`src/rtl/alu_ctrl_sequencer.sv`:
```
// Multi-cycle decode/sequence controller upstream of the 8-bit ALU.
// Optional: define ILLEGAL_TRAP_EN to halt on illegal instructions.
module alu_ctrl_sequencer #(
   parameter int INST_W      = 9,
   parameter int MEM_TIMEOUT = 15
) (
   input  logic              Clk,
   input  logic              Reset,
   input  logic              InstValid,
   input  logic [INST_W-1:0] Inst,
   output logic              InstReady,
   input  logic              Zero,
   input  logic              MemReady,
   output logic [1:0]        OP,
   output logic [1:0]        Function,
   output logic [2:0]        Immediate,
   output logic [2:0]        RegAddrA,
   output logic [2:0]        RegAddrB,
   output logic              RegWrite,
   output logic              MemRead,
   output logic              MemWrite,
   output logic              BranchTaken,
   output logic              Done,
   output logic              Halted,
   output logic              IllegalInst,
   output logic              MemError
);

   typedef enum logic [2:0] {
      S_IDLE, S_EXEC, S_MEM, S_WB, S_HENT, S_HALT
   } state_t;

   typedef enum logic [2:0] {
      C_ALU, C_BEQ, C_SW, C_LW, C_MV, C_HALT, C_ILL
   } cls_t;

   localparam logic [3:0] CNT_LAST = 4'(MEM_TIMEOUT - 1);

   state_t            state, nstate;
   cls_t              cls;
   logic [INST_W-1:0] inst_q;
   logic [3:0]        cnt;
   logic [3:0]        opfn;
   logic              zero_q;
   logic              memfail;
   logic              illegal_q;
   logic              memerr_q;
   logic              is_alu;
   logic              mem_to;

   assign opfn = inst_q[8:5];

   always_comb begin
      is_alu = (opfn[3:2] == 2'b00 && !opfn[0]) ||
               opfn == 4'b0110 || opfn == 4'b1000 ||
               opfn == 4'b1001 || opfn == 4'b1100 ||
               opfn == 4'b1101;
      cls = C_ILL;
      unique case (1'b1)
         is_alu:                          cls = C_ALU;
         (opfn[3:2] == 2'b00 && opfn[0]): cls = C_BEQ;
         (opfn == 4'b0100):               cls = C_SW;
         (opfn == 4'b0101):               cls = C_LW;
         (opfn == 4'b0111):               cls = C_MV;
         (opfn == 4'b1011):               cls = C_HALT;
         default:                         cls = C_ILL;
      endcase
   end

   always_comb begin
      nstate = state;
      mem_to = 1'b0;
      case (state)
         S_IDLE: if (InstValid) nstate = S_EXEC;
         S_EXEC: begin
            case (cls)
               C_SW, C_LW: nstate = S_MEM;
               C_HALT:     nstate = S_HENT;
`ifdef ILLEGAL_TRAP_EN
               C_ILL:      nstate = S_HENT;
`endif
               default:    nstate = S_WB;
            endcase
         end
         S_MEM: begin
            // MemReady takes priority over a same-edge timeout
            if (MemReady) begin
               nstate = S_WB;
            end else if (cnt == CNT_LAST) begin
               nstate = S_WB;
               mem_to = 1'b1;
            end
         end
         S_WB:    nstate = S_IDLE;
         S_HENT:  nstate = S_HALT;
         S_HALT:  nstate = S_HALT;
         default: nstate = S_IDLE;
      endcase
   end

   always_ff @(posedge Clk or posedge Reset) begin
      if (Reset) begin
         state     <= S_IDLE;
         inst_q    <= '0;
         cnt       <= '0;
         zero_q    <= 1'b0;
         memfail   <= 1'b0;
         illegal_q <= 1'b0;
         memerr_q  <= 1'b0;
      end else begin
         state <= nstate;
         if (state == S_IDLE && InstValid) begin
            inst_q  <= Inst;
            memfail <= 1'b0;
         end
         if (state == S_EXEC) begin
            zero_q <= Zero;
            cnt    <= '0;
            if (cls == C_ILL) illegal_q <= 1'b1;
         end
         if (state == S_MEM && !MemReady) cnt <= cnt + 4'd1;
         if (mem_to) begin
            memfail  <= 1'b1;
            memerr_q <= 1'b1;
         end
      end
   end

   always_comb begin
      InstReady   = (state == S_IDLE) && !Reset;
      OP          = inst_q[8:7];
      Function    = inst_q[6:5];
      Immediate   = inst_q[4:2];
      RegAddrA    = inst_q[4:2];
      RegAddrB    = {1'b0, inst_q[1:0]};
      MemRead     = (state == S_MEM) && (cls == C_LW);
      MemWrite    = (state == S_MEM) && (cls == C_SW);
      RegWrite    = 1'b0;
      BranchTaken = 1'b0;
      Done        = 1'b0;
      Halted      = (state == S_HENT) || (state == S_HALT);
      IllegalInst = illegal_q;
      MemError    = memerr_q;
      if (state == S_WB) begin
         Done        = 1'b1;
         RegWrite    = (cls == C_ALU) || (cls == C_MV) ||
                       (cls == C_LW && !memfail);
         BranchTaken = (cls == C_BEQ) && zero_q;
      end
      if (state == S_HENT) Done = 1'b1;
   end

endmodule

```
`config.mk`:
```
export PLATFORM = sky130hd
export DESIGN_NAME = alu_ctrl_sequencer
export DESIGN_NICKNAME = d
export VERILOG_FILES = /design/src/rtl/alu_ctrl_sequencer.sv
export SDC_FILE = /design/constraint.sdc
export NUM_CORES = 1
export LEC_CHECK = 0
export CAP_MARGIN = 10
export CORE_MARGIN = 5
export CORE_UTILIZATION = 40
export CTS_CLUSTER_DIAMETER = 80
export DETAILED_ROUTE_END_ITERATION = 10
export DONT_BUFFER_PORTS = 1
export PLACE_DENSITY = 0.64
export SLEW_MARGIN = 5
export SYNTH_ARGS = -nofsm -noshare
export SYNTH_HDL_FRONTEND = slang
export SYNTH_SLANG_ARGS = --single-unit
```
`constraint.sdc`:
```
create_clock -name Clk -period 1.88 [get_ports Clk]
set_clock_uncertainty 0.05 [all_clocks]
set_input_delay 0.376 -clock Clk [delete_from_list [all_inputs] [get_ports Clk]]
set_output_delay 0.376 -clock Clk [all_outputs]
set_load 0.1 [all_outputs]
```
==> metrics.md, run 1 <==
| Metric | Value |
|---|---|
| Status | `finished with violations` |
| Violated checks | `setup timing` |
| Slew HR | `39.4%` |
| Std-Cell Rows | `18` |
| Most frequent cells in the layout | `16 x buf_4, 10 x dfrtp_1, 9 x mux2_2, 9 x buf_12, 7 x dfrtp_2` |
| CTS clk-pin slew, worst paths | `about 0.12 ns` |
| Clk root buf | `clkbuf_4` |
| Critical path class | `flop to output pin` |
| Vias | `814` |
| Gpl congestion | `about 0.84` |
| Critical Path Start Type | `flop` |
| Post-Syn Instances | `97` |
| Nets | `135` |
| Synth cell types | `35` |
| Via-to-Cell Ratio | `5.50` |
| Starting Density | `41.9%` |
| Initial antenna violation count | `0` |
| Global route total overflow | `0` |
| Post-route cell area | `0.00147 mm^2` |
| Commonest non-fill, non-tap cell in the layout | `buf_4` |
| Remaining DRCs | `0` |
| Tcrit/Tclk final | `108%` |
| Crit path largest cell delay | `0.50 ns` |
| Critical path's slowest cell | `dfrtp_4` |
| Hpwl dp | `around 1600 um` |
| Max Fclk | `493 MHz` |
| Die area | `0.00374 mm^2` |
| Maximum clock path buffer count | `2` |
| First DRT Iteration DRCs | `8` |
| Reg-to-Reg End | `inst_q[3]$_DFFE_PP0P_` |
| First-pass GRT wire length | `3980 um` |
| Io pins | `36` |
| Max-cap violation count | `0` |
| Register area share after synthesis | `around 48%` |
| Syn Area/Cell | `approximately 11 um^2` |
| Least-Margin Pin Slew | `0.910 ns` |
| Gr usage total | `14.4%` |
| RSZ-0062 raised after global routing | `yes` |
| Port Buf Inserts | `0` |
| CP top delay family | `flip-flops` |
| Worst-path cell chain | `nor2b_4 -> a311o_1 -> a21oi_4 -> buf_12` |
| Yosys Warn Count | `0` |
| Largest net degree at the start of global routing | `21` |
| Hold slack final | `0.167 ns` |
| Setup violators final | `4` |
| Final hold violations | `0` |
| Worst Hold Depth | `1` |
| Die X-Extent | `approximately 61 um` |
| Hold Crit Class | `input pin to flop` |
| Fill count | `202` |
| Antenna-violating nets left | `0` |
| Critical Path Sink Type | `output pin` |
| Ratio of cells with drive above 1 in the final layout | `a little over half` |
| Post-Route WL | `~2300 um` |
| Layout area overhead | `40.0%` |
| CORE AREA | `0.00250 mm^2` |
| Min Tclk post-route | `~2.0 ns` |
| Min-delay src | `Inst[4]` |
| Number of H-tree levels | `1` |
| Max Slew Vio Count | `0` |
| Critical path required time | `between 1 and 1.5 ns` |
| Reg-to-reg startpoint | `state[2]$_DFFE_PP0P_` |
| Dpl ws | `0.189 ns` |
| Hold worst-path end | `inst_q[4]$_DFFE_PP0P_` |
| Flop2flop setup slack | `0.14 ns` |
| CTS sink count | `20` |
| Vias in the first global route | `882` |
| Syn_nets | `between 100 and 150` |
| CTS tree | `built` |
| Inserted Clock Buffers | `3` |
| Avg WL per Cell | `15.5 um` |
| CP Max Fanout | `6` |
| Worst skew pair latency | `0.30 ns` |
| Post-Syn Area | `0.00105 mm^2` |
| Chip Height | `between 60 and 70 um` |
| CP arrival | `between 1.5 and 2 ns` |
| Final worst slack | `-0.148 ns` |
| R2R depth | `5` |
| Drt first pass iters | `4` |
| FF+latch count, synth | `20` |
| Post-DP Area | `0.00134 mm^2` |
| Buf/Inv on CP | `1` |
| N_diodes | `0` |
[synthesized netlist by cell type]
master	n	area [um^2]
mux2_2	9	101
nand2b_1	4	25.0
and3_2	1	7.51
nor3_1	2	10.0
nor2_1	3	11.3
xor2_1	1	8.76
nor4_1	1	6.26
o22ai_1	1	6.26
a21bo_2	1	10.0
buf_6	2	22.5
nor2b_1	2	12.5
or3b_1	1	8.76
clkbuf_1	2	7.51
ha_1	2	25.0
nor3b_1	2	15.0
a211o_1	1	8.76
buf_4	6	45.0
inv_1	5	18.8
and2_1	2	12.5
o21bai_1	2	15.0
a311o_1	1	10.0
or4b_4	1	13.8
a21oi_1	3	15.0
a31oi_1	1	6.26
and3_1	2	12.5
nand2_1	3	11.3
o32a_2	1	11.3
a31o_1	1	8.76
o21ai_0	4	20.0
nand3_1	6	30.0
nand3b_1	1	7.51
a2111oi_0	1	8.76
conb_1	1	3.75
dfrtp_1	20	500
nor4bb_1	1	10.0
[routing by layer]
metal	part of all wire, %	GRT usage [%]
met5	0	0
met4	1.2	7.12
met3	6.2	3.98
met2	48	21.9
met1	45	18.9
[worst max path at each step]
stage                     startpoint        to  depth (start not counted)
2_1_floorplan  inst_q[5]$_DFFE_PP0P_  RegWrite                          3
4_1_cts        inst_q[5]$_DFFE_PP0P_  RegWrite                          4
3_5_place_dp   inst_q[5]$_DFFE_PP0P_  RegWrite                          4
6_report       inst_q[5]$_DFFE_PP0P_  RegWrite                          4
5_1_grt        inst_q[5]$_DFFE_PP0P_  RegWrite                          4
3_3_place_gp   inst_q[5]$_DFFE_PP0P_  RegWrite                          4
[logic make-up (layout without fill, tap and decap cells)]
kind of cell	after synthesis	in the layout	share of synthesized area, %
compound gates	17	17	11.5
simple gates	32	32	18.5
xor+xnor	1	1	0.836
flops	20	20	47.8
mux	9	9	9.68
other cells	1	1	0.358
fa+ha+maj	2	2	2.39
buf+inv	15	36	8.96
[repair_timing]
item	4_1_cts	5_1_grt
buffers inserted	5	2
endpoints found under the hold margin	20	0
pin swaps	0	1
gates resized for setup	5	3
hold buffers	1	0
endpoints found under the setup margin	6	7
[area by class of cell]
type                    instances  area [um^2]  area share (%)
well taps                      30         37.5            2.56
clock buffers                   4         36.3            2.47
inverters                       5         18.8            1.28
flip-flops and latches         20          520            35.5
repair buffers                 27          322            21.9
multi-input cells              62          532            36.3
[worst register-to-register path, stage by stage (launching register included)]
cell	delay, ns
dfrtp_2	0.47
buf_4	0.16
nor3_1	0.27
and2_1	0.17
buf_4	0.17
mux2_2	0.35
[per-stage QoR]
stage | util (%) | instances | TNS, ns
6_report | 58.7 | 148 | -0.274
3_3_place_gp | 53.7 | 136 | 0
3_5_place_dp | 53.7 | 136 | 0
2_1_floorplan | - | 97 | -0.465
4_1_cts | 57.6 | 146 | -0.362
5_1_grt | 58.7 | 148 | -0.611
[sequential cells by signal (all words and copies together) (netlist names)]
| name | cells |
|---|---|
| MemError | 1 |
| memfail | 1 |
| IllegalInst | 1 |
| zero_q | 1 |
| inst_q | 9 |
| state | 3 |
| cnt | 4 |
Power of run 1 is not shown: default switching activity piles up to over one toggle a cycle in this logic, so the estimate is an artifact.
==> run 2: changes to the inputs <==
--- a/config.mk
+++ b/config.mk
@@ -5,13 +5,14 @@
 export SDC_FILE = /design/constraint.sdc
 export NUM_CORES = 1
 export LEC_CHECK = 0
+export ABC_AREA = 1
 export CAP_MARGIN = 10
 export CORE_MARGIN = 5
-export CORE_UTILIZATION = 40
+export CORE_UTILIZATION = 60
 export CTS_CLUSTER_DIAMETER = 80
 export DETAILED_ROUTE_END_ITERATION = 10
 export DONT_BUFFER_PORTS = 1
-export PLACE_DENSITY = 0.64
+export PLACE_DENSITY = 0.86
 export SLEW_MARGIN = 5
 export SYNTH_ARGS = -nofsm -noshare
 export SYNTH_HDL_FRONTEND = slang
==> run 2 against run 1 <==
  * The flow still finishes with violations (setup timing)
  * Fmax shrank 0.43%
  * Highest routed layer unchanged
  * Sequential share of layout area fell by 3.1 points
  * First-iteration DRC count rose to 6.4 times the previous value
  * Non-clock buffer count grew 5
  * Register-to-register slack gained 0.15 ns
  * Largest cell class unchanged
  * Critical path type unchanged
  * Cell count up 25%
  * Synthesized cell count is 33% higher
  * Area after synthesis is 1.6% higher
  * Utilization up 36 points
  * Sequential cell count is the same
  * Global-route usage up 11 points
  * Cell area rose by 10%
==> metrics.md, run 2 <==
| Metric | Value |
|---|---|
| Status | `finished with violations (unchanged)` |
| Violated checks | `setup timing (unchanged)` |
| Post-Syn Instances | `129 (was 97)` |
| Port Buf Inserts | `0 (unchanged)` |
| Min Tclk post-route | `2.04 ns (was 2.03 ns)` |
| Max-cap violation count | `0 (unchanged)` |
| Reg-to-reg startpoint | `cnt[0]$_DFFE_PP0P_ (was state[2]$_DFFE_PP0P_)` |
| Initial antenna violation count | `0 (unchanged)` |
| Post-synth EDFFs | `0 (unchanged)` |
| Hold Crit Class | `input pin to flop (unchanged)` |
| Synth cell types | `24 (was 35)` |
| Asr flop ratio synth | `100% (unchanged)` |
| Clk root buf | `clkbuf_4 (unchanged)` |
| Global route total overflow | `0 (unchanged)` |
| Critical path class | `flop to output pin (unchanged)` |
| CP Max Fanout | `4 (was 6)` |
| Final hold violations | `0 (unchanged)` |
| Synth area leader | `dfrtp_1 (unchanged)` |
| Most frequent cell after synthesis | `nand2_1 (was dfrtp_1)` |
| Nets | `177 (was 135)` |
| Antenna-violating nets left | `0 (unchanged)` |
| CTS clk-pin slew, worst paths | `0.12 ns (about the same)` |
| Yosys Warn Count | `0 (unchanged)` |
| Most frequent cells in the layout | `21 x nand2_1, 18 x buf_4, 15 x inv_1, 11 x dfrtp_1, 10 x buf_12 (was 16 x buf_4, 10 x dfrtp_1, 9 x mux2_2, 9 x buf_12, 7 x dfrtp_2)` |
| Biggest register | `inst_q (unchanged)` |
| Synth Flop Type | `dfrtp_1 (unchanged)` |
| Synth top cells by count | `30 x nand2_1, 20 x dfrtp_1, 18 x inv_1, 12 x nor2_1, 9 x nand3_1 (was 20 x dfrtp_1, 9 x mux2_2, 6 x buf_4, 6 x nand3_1, 5 x inv_1)` |
| Share of the synthesized area in the top cell type | `47.1% (was 47.8%)` |
| Worst Hold Depth | `2 (was 1)` |
| Critical path required time | `1.45 ns (about the same)` |
| Register area share after synthesis | `47.1% (was 47.8%)` |
| CP arrival | `1.61 ns (was 1.60 ns)` |
| Max reg flops | `9 (unchanged)` |
| Gpl congestion | `0.799 (was 0.839)` |
| Chip Height | `52.1 um (was 61.2 um)` |
| Io pins | `36 (unchanged)` |
| Ranking of synthesized cells by area | `dfrtp_1 47%, nand2_1 11%, inv_1 6.4% (was dfrtp_1 48%, mux2_2 9.7%, buf_4 4.3%)` |
| RSZ-0062 raised after global routing | `yes (unchanged)` |
| Max Slew Vio Count | `0 (unchanged)` |
| Post-Syn Area | `0.00106 mm^2 (was 0.00105 mm^2)` |
| Remaining DRCs | `0 (unchanged)` |
| Avg WL per Cell | `21.6 um (was 15.5 um)` |
| Syn_nets | `145 (was 113)` |
| CORE AREA | `0.00171 mm^2 (was 0.00250 mm^2)` |
| Gr usage total | `25.6% (was 14.4%)` |
| Drt first pass iters | `4 (unchanged)` |
| N_diodes | `0 (unchanged)` |
| CTS sink count | `20 (unchanged)` |
| Hpwl dp | `1960 um (was 1620 um)` |
| Worst skew pair latency | `0.32 ns (was 0.30 ns)` |
| Die area | `0.00271 mm^2 (was 0.00374 mm^2)` |
| Layout area overhead | `51.6% (was 40.0%)` |
| Syn Area/Cell | `8.24 um^2 (was 10.8 um^2)` |
| Max Fclk | `491 MHz (was 493 MHz)` |
| First-pass GRT wire length | `4920 um (was 3980 um)` |
| Std-Cell Rows | `15 (was 18)` |
| Maximum clock path buffer count | `2 (unchanged)` |
| Largest net degree at the start of global routing | `21 (unchanged)` |
| Dpl ws | `0.172 ns (was 0.189 ns)` |
| Min-delay src | `Inst[1] (was Inst[4])` |
| Tcrit/Tclk final | `108% (about the same)` |
| CTS tree | `built (unchanged)` |
| Top flop regs | `inst_q: 9 flops, cnt: 4 flops, state: 3 flops (unchanged)` |
| Critical Path Sink Type | `output pin (unchanged)` |
| Flop2flop setup slack | `0.29 ns (was 0.14 ns)` |
| Vias in the first global route | `1001 (was 882)` |
| Post-Route WL | `3990 um (was 2290 um)` |
| Via-to-Cell Ratio | `6.15 (was 5.50)` |
| Starting Density | `62.3% (was 41.9%)` |
| Die X-Extent | `52.1 um (was 61.2 um)` |
| Hold worst-path end | `inst_q[1]$_DFFE_PP0P_ (was inst_q[4]$_DFFE_PP0P_)` |
| FF+latch count, synth | `20 (unchanged)` |
| Setup violators final | `5 (was 4)` |
| R2R depth | `8 (was 5)` |
| Inserted Clock Buffers | `3 (unchanged)` |
| Critical Path Start Type | `flop (unchanged)` |
| Commonest non-fill, non-tap cell in the layout | `nand2_1 (was buf_4)` |
| First DRT Iteration DRCs | `51 (was 8)` |
| Number of H-tree levels | `1 (unchanged)` |
| Vias | `1137 (was 814)` |
| Final worst slack | `-0.157 ns (was -0.148 ns)` |
| Reg-to-Reg End | `state[0]$_DFFE_PP0P_ (was inst_q[3]$_DFFE_PP0P_)` |
| Ratio of cells with drive above 1 in the final layout | `50.0% (was 52.5%)` |
run 2: cell families (layout without fill, tap and decap cells):
family          after synthesis  count (layout)  synth area share [%]
simple gates                 59              59                  25.1
buf+inv                      26              57                  11.3
compound gates               20              20                  13.1
flops                        20              20                  47.1
fa+ha+maj                     2               2                  2.35
other cells                   1               1                 0.353
xor+xnor                      1               1                 0.824
run 2: stage by stage:
step | TNS (ns) | instances | hold WS (ns) | utilization (%) | instance area (um^2)
2_1_floorplan | -1.25 | 129 | 0.290 | - | 1170
3_3_place_gp | 0 | 168 | 0.253 | 83.0 | 1420
3_5_place_dp | 0 | 168 | 0.261 | 83.0 | 1420
4_1_cts | -0.158 | 181 | 0.144 | 90.7 | 1550
5_1_grt | -0.687 | 185 | 0.114 | 94.4 | 1610
6_report | -0.426 | 185 | 0.130 | 94.4 | 1610
run 2: routing by layer:
layer / global-route usage (%) / wire length [um]
met1: 28.3 / 1270
met2: 46.7 / 2090
met3: 4.30 / 408
met4: 12.2 / 230
met5: 0 / 0
run 2: timing repair:
item / in CTS / in global routing
pin swaps: 5 / 5
hold buffers: 1 / 0
gates resized for setup: 11 / 7
setup buffers: 8 / 4
setup endpoints to repair: 5 / 5
endpoints found under the hold margin: 20 / 0
run 2: area by class of cell:
type,instances,area [um^2]
clock buffer,4,26.3
inverter,21,86.3
sequential,20,522
tap,25,31.3
timing repair buffer,32,379
fill,44,95.1
multi-input combinational,83,568
run 2: worst max path at each step:
stage	from	slack (ns)	end	depth (start not counted)
finish	state[0]$_DFFE_PP0P_	-0.16	MemWrite	4
global route	state[0]$_DFFE_PP0P_	-0.20	MemWrite	4
CTS	inst_q[8]$_DFFE_PP0P_	-0.05	BranchTaken	3
detailed placement	state[2]$_DFFE_PP0P_	0.17	BranchTaken	4
global placement	state[0]$_DFFE_PP0P_	0.22	MemWrite	4
floorplan	inst_q[7]$_DFFE_PP0P_	-0.46	BranchTaken	3
run 2: critical path: stages, from the launching register on:
cell	delay, ns
dfrtp_2	0.47
nor2_4	0.20
nand2_2	0.16
nor3_4	0.25
buf_12	0.20
Power of run 2 is left out for the same reason.
==> run 3: changes to the inputs <==
--- a/config.mk
+++ b/config.mk
@@ -5,10 +5,12 @@
 export SDC_FILE = /design/constraint.sdc
 export NUM_CORES = 1
 export LEC_CHECK = 0
-export ABC_AREA = 1
 export CAP_MARGIN = 10
+export CELL_PAD_IN_SITES_DETAIL_PLACEMENT = 2
+export CELL_PAD_IN_SITES_GLOBAL_PLACEMENT = 2
+export CORE_ASPECT_RATIO = 1.4
 export CORE_MARGIN = 5
-export CORE_UTILIZATION = 60
+export CORE_UTILIZATION = 37
 export CTS_CLUSTER_DIAMETER = 80
 export DETAILED_ROUTE_END_ITERATION = 10
 export DONT_BUFFER_PORTS = 1
==> run 3 against run 2 <==
  * The run still ends with setup timing left
  * Hold slack better by 0.0070 ns
  * Sequential share of layout area grew 1.3 points
  * Critical path depth decreased by 1
==> metrics.md, run 3 (synthesis gave the netlist of run 1 again) <==
| Metric | Value |
|---|---|
| Fill count | `259 (was 44)` |
| Port Buf Inserts | `0 (unchanged)` |
| Critical Path Sink Type | `output pin (unchanged)` |
| Least-Margin Pin Slew | `0.918 ns` |
| First-pass GRT wire length | `6480 um (was 4920 um)` |
| CTS tree | `built (unchanged)` |
| Post-Route WL | `4610 um (was 3990 um)` |
| Max Slew Vio Count | `0 (unchanged)` |
| Reg-to-reg startpoint | `state[2]$_DFFE_PP0P_ (was cnt[0]$_DFFE_PP0P_)` |
| Largest net degree at the start of global routing | `13 (was 21)` |
| First DRT Iteration DRCs | `32 (was 51)` |
| Post-route cell area | `0.00155 mm^2 (was 0.00161 mm^2)` |
| Critical Path Start Type | `flop (unchanged)` |
| Critical Path Start | `inst_q[8]$_DFFE_PP0P_ (was state[0]$_DFFE_PP0P_)` |
| Number of H-tree levels | `1 (unchanged)` |
| Final hold violations | `0 (unchanged)` |
| Die X-Extent | `55.0 um (was 52.1 um)` |
| Initial antenna violation count | `0 (unchanged)` |
| Maximum clock path buffer count | `2 (unchanged)` |
| Buf/Inv on CP | `1 (unchanged)` |
| CTS sink count | `20 (unchanged)` |
| Max reg flops | `9 (unchanged)` |
| Vias | `900 (was 1137)` |
| Commonest non-fill, non-tap cell in the layout | `buf_4 (was nand2_1)` |
| Ratio of cells with drive above 1 in the final layout | `56.1% (was 50.0%)` |
| Critical path's slowest cell | `dfrtp_4 (was dfrtp_2)` |
| Critical path class | `flop to output pin (unchanged)` |
| CP Max Fanout | `5 (was 4)` |
| Worst Hold Depth | `1 (was 2)` |
| Setup violators final | `7 (was 5)` |
| Die area | `0.00401 mm^2 (was 0.00271 mm^2)` |
| Global route total overflow | `0 (unchanged)` |
| Slew HR | `between 30% and 40%` |
| Gpl congestion | `0.767 (was 0.799)` |
| Hold Crit Class | `input pin to flop (unchanged)` |
| N_diodes | `0 (unchanged)` |
| Gr usage total | `24.2% (was 25.6%)` |
| Min Tclk post-route | `2.10 ns (was 2.04 ns)` |
| Chip Height | `73.0 um (was 52.1 um)` |
| Max Fclk | `475 MHz (was 491 MHz)` |
| CORE AREA | `0.00267 mm^2 (was 0.00171 mm^2)` |
| Status | `finished with violations (unchanged)` |
| Io pins | `36 (unchanged)` |
| Clk root buf | `clkbuf_4 (unchanged)` |
| Critical path required time | `1.45 ns (about the same)` |
| Worst-path cell chain | `nor4bb_4 -> and3_4 -> buf_12 (was nor2_4 -> nand2_2 -> nor3_4 -> buf_12)` |
| RSZ-0062 raised after global routing | `yes (unchanged)` |
| Dpl ws | `-0.0212 ns (was 0.172 ns)` |
| Nets | `140 (was 177)` |
| Final worst slack | `-0.224 ns (was -0.157 ns)` |
| Avg WL per Cell | `29.0 um (was 21.6 um)` |
| CP arrival | `1.68 ns (was 1.61 ns)` |
| Reg-to-Reg End | `inst_q[3]$_DFFE_PP0P_ (was state[0]$_DFFE_PP0P_)` |
| Vias in the first global route | `1021 (was 1001)` |
| Antenna-violating nets left | `0 (unchanged)` |
| Worst skew pair latency | `0.33 ns (was 0.32 ns)` |
| Std-Cell Rows | `22 (was 15)` |
| Multi-input gate area | `553 um^2 (was 568 um^2)` |
| Violated checks | `setup timing (unchanged)` |
| Post-DP Area | `0.00135 mm^2 (was 0.00142 mm^2)` |
| Top flop regs | `inst_q: 9 flops, cnt: 4 flops, state: 3 flops (unchanged)` |
| Hpwl dp | `2450 um (was 1960 um)` |
| Tcrit/Tclk final | `112% (was 108%)` |
| Hold slack final | `0.137 ns (was 0.130 ns)` |
| Biggest register | `inst_q (unchanged)` |
| CP top delay family | `simple AND/OR/NAND/NOR gates (unchanged)` |
| CTS clk-pin slew, worst paths | `0.12 ns (about the same)` |
| Via-to-Cell Ratio | `5.66 (was 6.15)` |
| Flop2flop setup slack | `0 ns (was 0.29 ns)` |
| Crit path largest cell delay | `0.55 ns (was 0.47 ns)` |
| Register Area | `520 um^2 (was 522 um^2)` |
| Most frequent cells in the layout | `18 x buf_4, 10 x dfrtp_1, 9 x mux2_2, 9 x buf_12, 7 x dfrtp_2 (was 21 x nand2_1, 18 x buf_4, 15 x inv_1, 11 x dfrtp_1, 10 x buf_12)` |
| Max-cap violation count | `0 (unchanged)` |
| Starting Density | `39.2% (was 62.3%)` |
| Min-delay src | `Inst[7] (was Inst[1])` |
| R2R depth | `4 (was 8)` |
| Layout area overhead | `47.8% (was 51.6%)` |
| Drt first pass iters | `4 (unchanged)` |
| Inserted Clock Buffers | `3 (unchanged)` |
| Hold worst-path end | `inst_q[7]$_DFFE_PP0P_ (was inst_q[1]$_DFFE_PP0P_)` |
| Remaining DRCs | `0 (unchanged)` |
| Final core utilization | `58.0% (was 94.4%)` |
==> run 3: changes by cell type in the layout (fill, tap and decap cells not counted), sizes merged, moves of 2 or more <==
cell and delta:
nand3 -4, nor2b +2, nor3b +2, nand2 -28, and3 +3, o21ai -10, and2 +2, inv -16
nor2 -11, nand2b +4, mux2 +9
==> run 3: cell type report <==
class                   count  share of cell area [%]
clock buffers               4                    2.34
flip-flops and latches     20                    33.6
well taps                  36                    2.91
multi-input cells          62                    35.7
repair buffers             32                    24.2
inverters                   5                    1.21
==> run 3: per-layer routing <==
layer / GRT usage (%) / part of all wire [%] / vias to the layer above
met4: 10.8 / 3.1 / 0
met3: 6.34 / 5.2 / 9
li1: - / - / 387
met1: 28.4 / 38 / 465
met2: 40.1 / 54 / 39
met5: 0 / 0 / -
==> run 3: timing repair <==
item,4_1_cts,5_1_grt
hold buffers,1,0
setup buffers,8,4
pin swaps,4,3
gates resized for setup,13,4
hold endpoints to repair,11,0
endpoints found under the setup margin,15,14
==> run 3: stage by stage <==
| stage | std cells | setup TNS, ns |
|---|---|---|
| after floorplan | 97 | -0.465 |
| after global placement | 142 | 0 |
| after detailed placement | 142 | -0.0603 |
| after CTS | 155 | -0.670 |
| after global routing | 159 | -1.84 |
| final | 159 | -0.814 |
==> run 3: how the worst max path moves through the flow <==
stage	to	slack (ns)	depth (start not counted)
5_1_grt	BranchTaken	-0.29	3
3_3_place_gp	inst_q[5]$_DFFE_PP0P_	0.14	3
2_1_floorplan	RegWrite	-0.24	3
6_report	BranchTaken	-0.22	3
3_5_place_dp	inst_q[0]$_DFFE_PP0P_	-0.02	3
4_1_cts	RegWrite	-0.20	4
Power of run 3 is left out for the same reason.
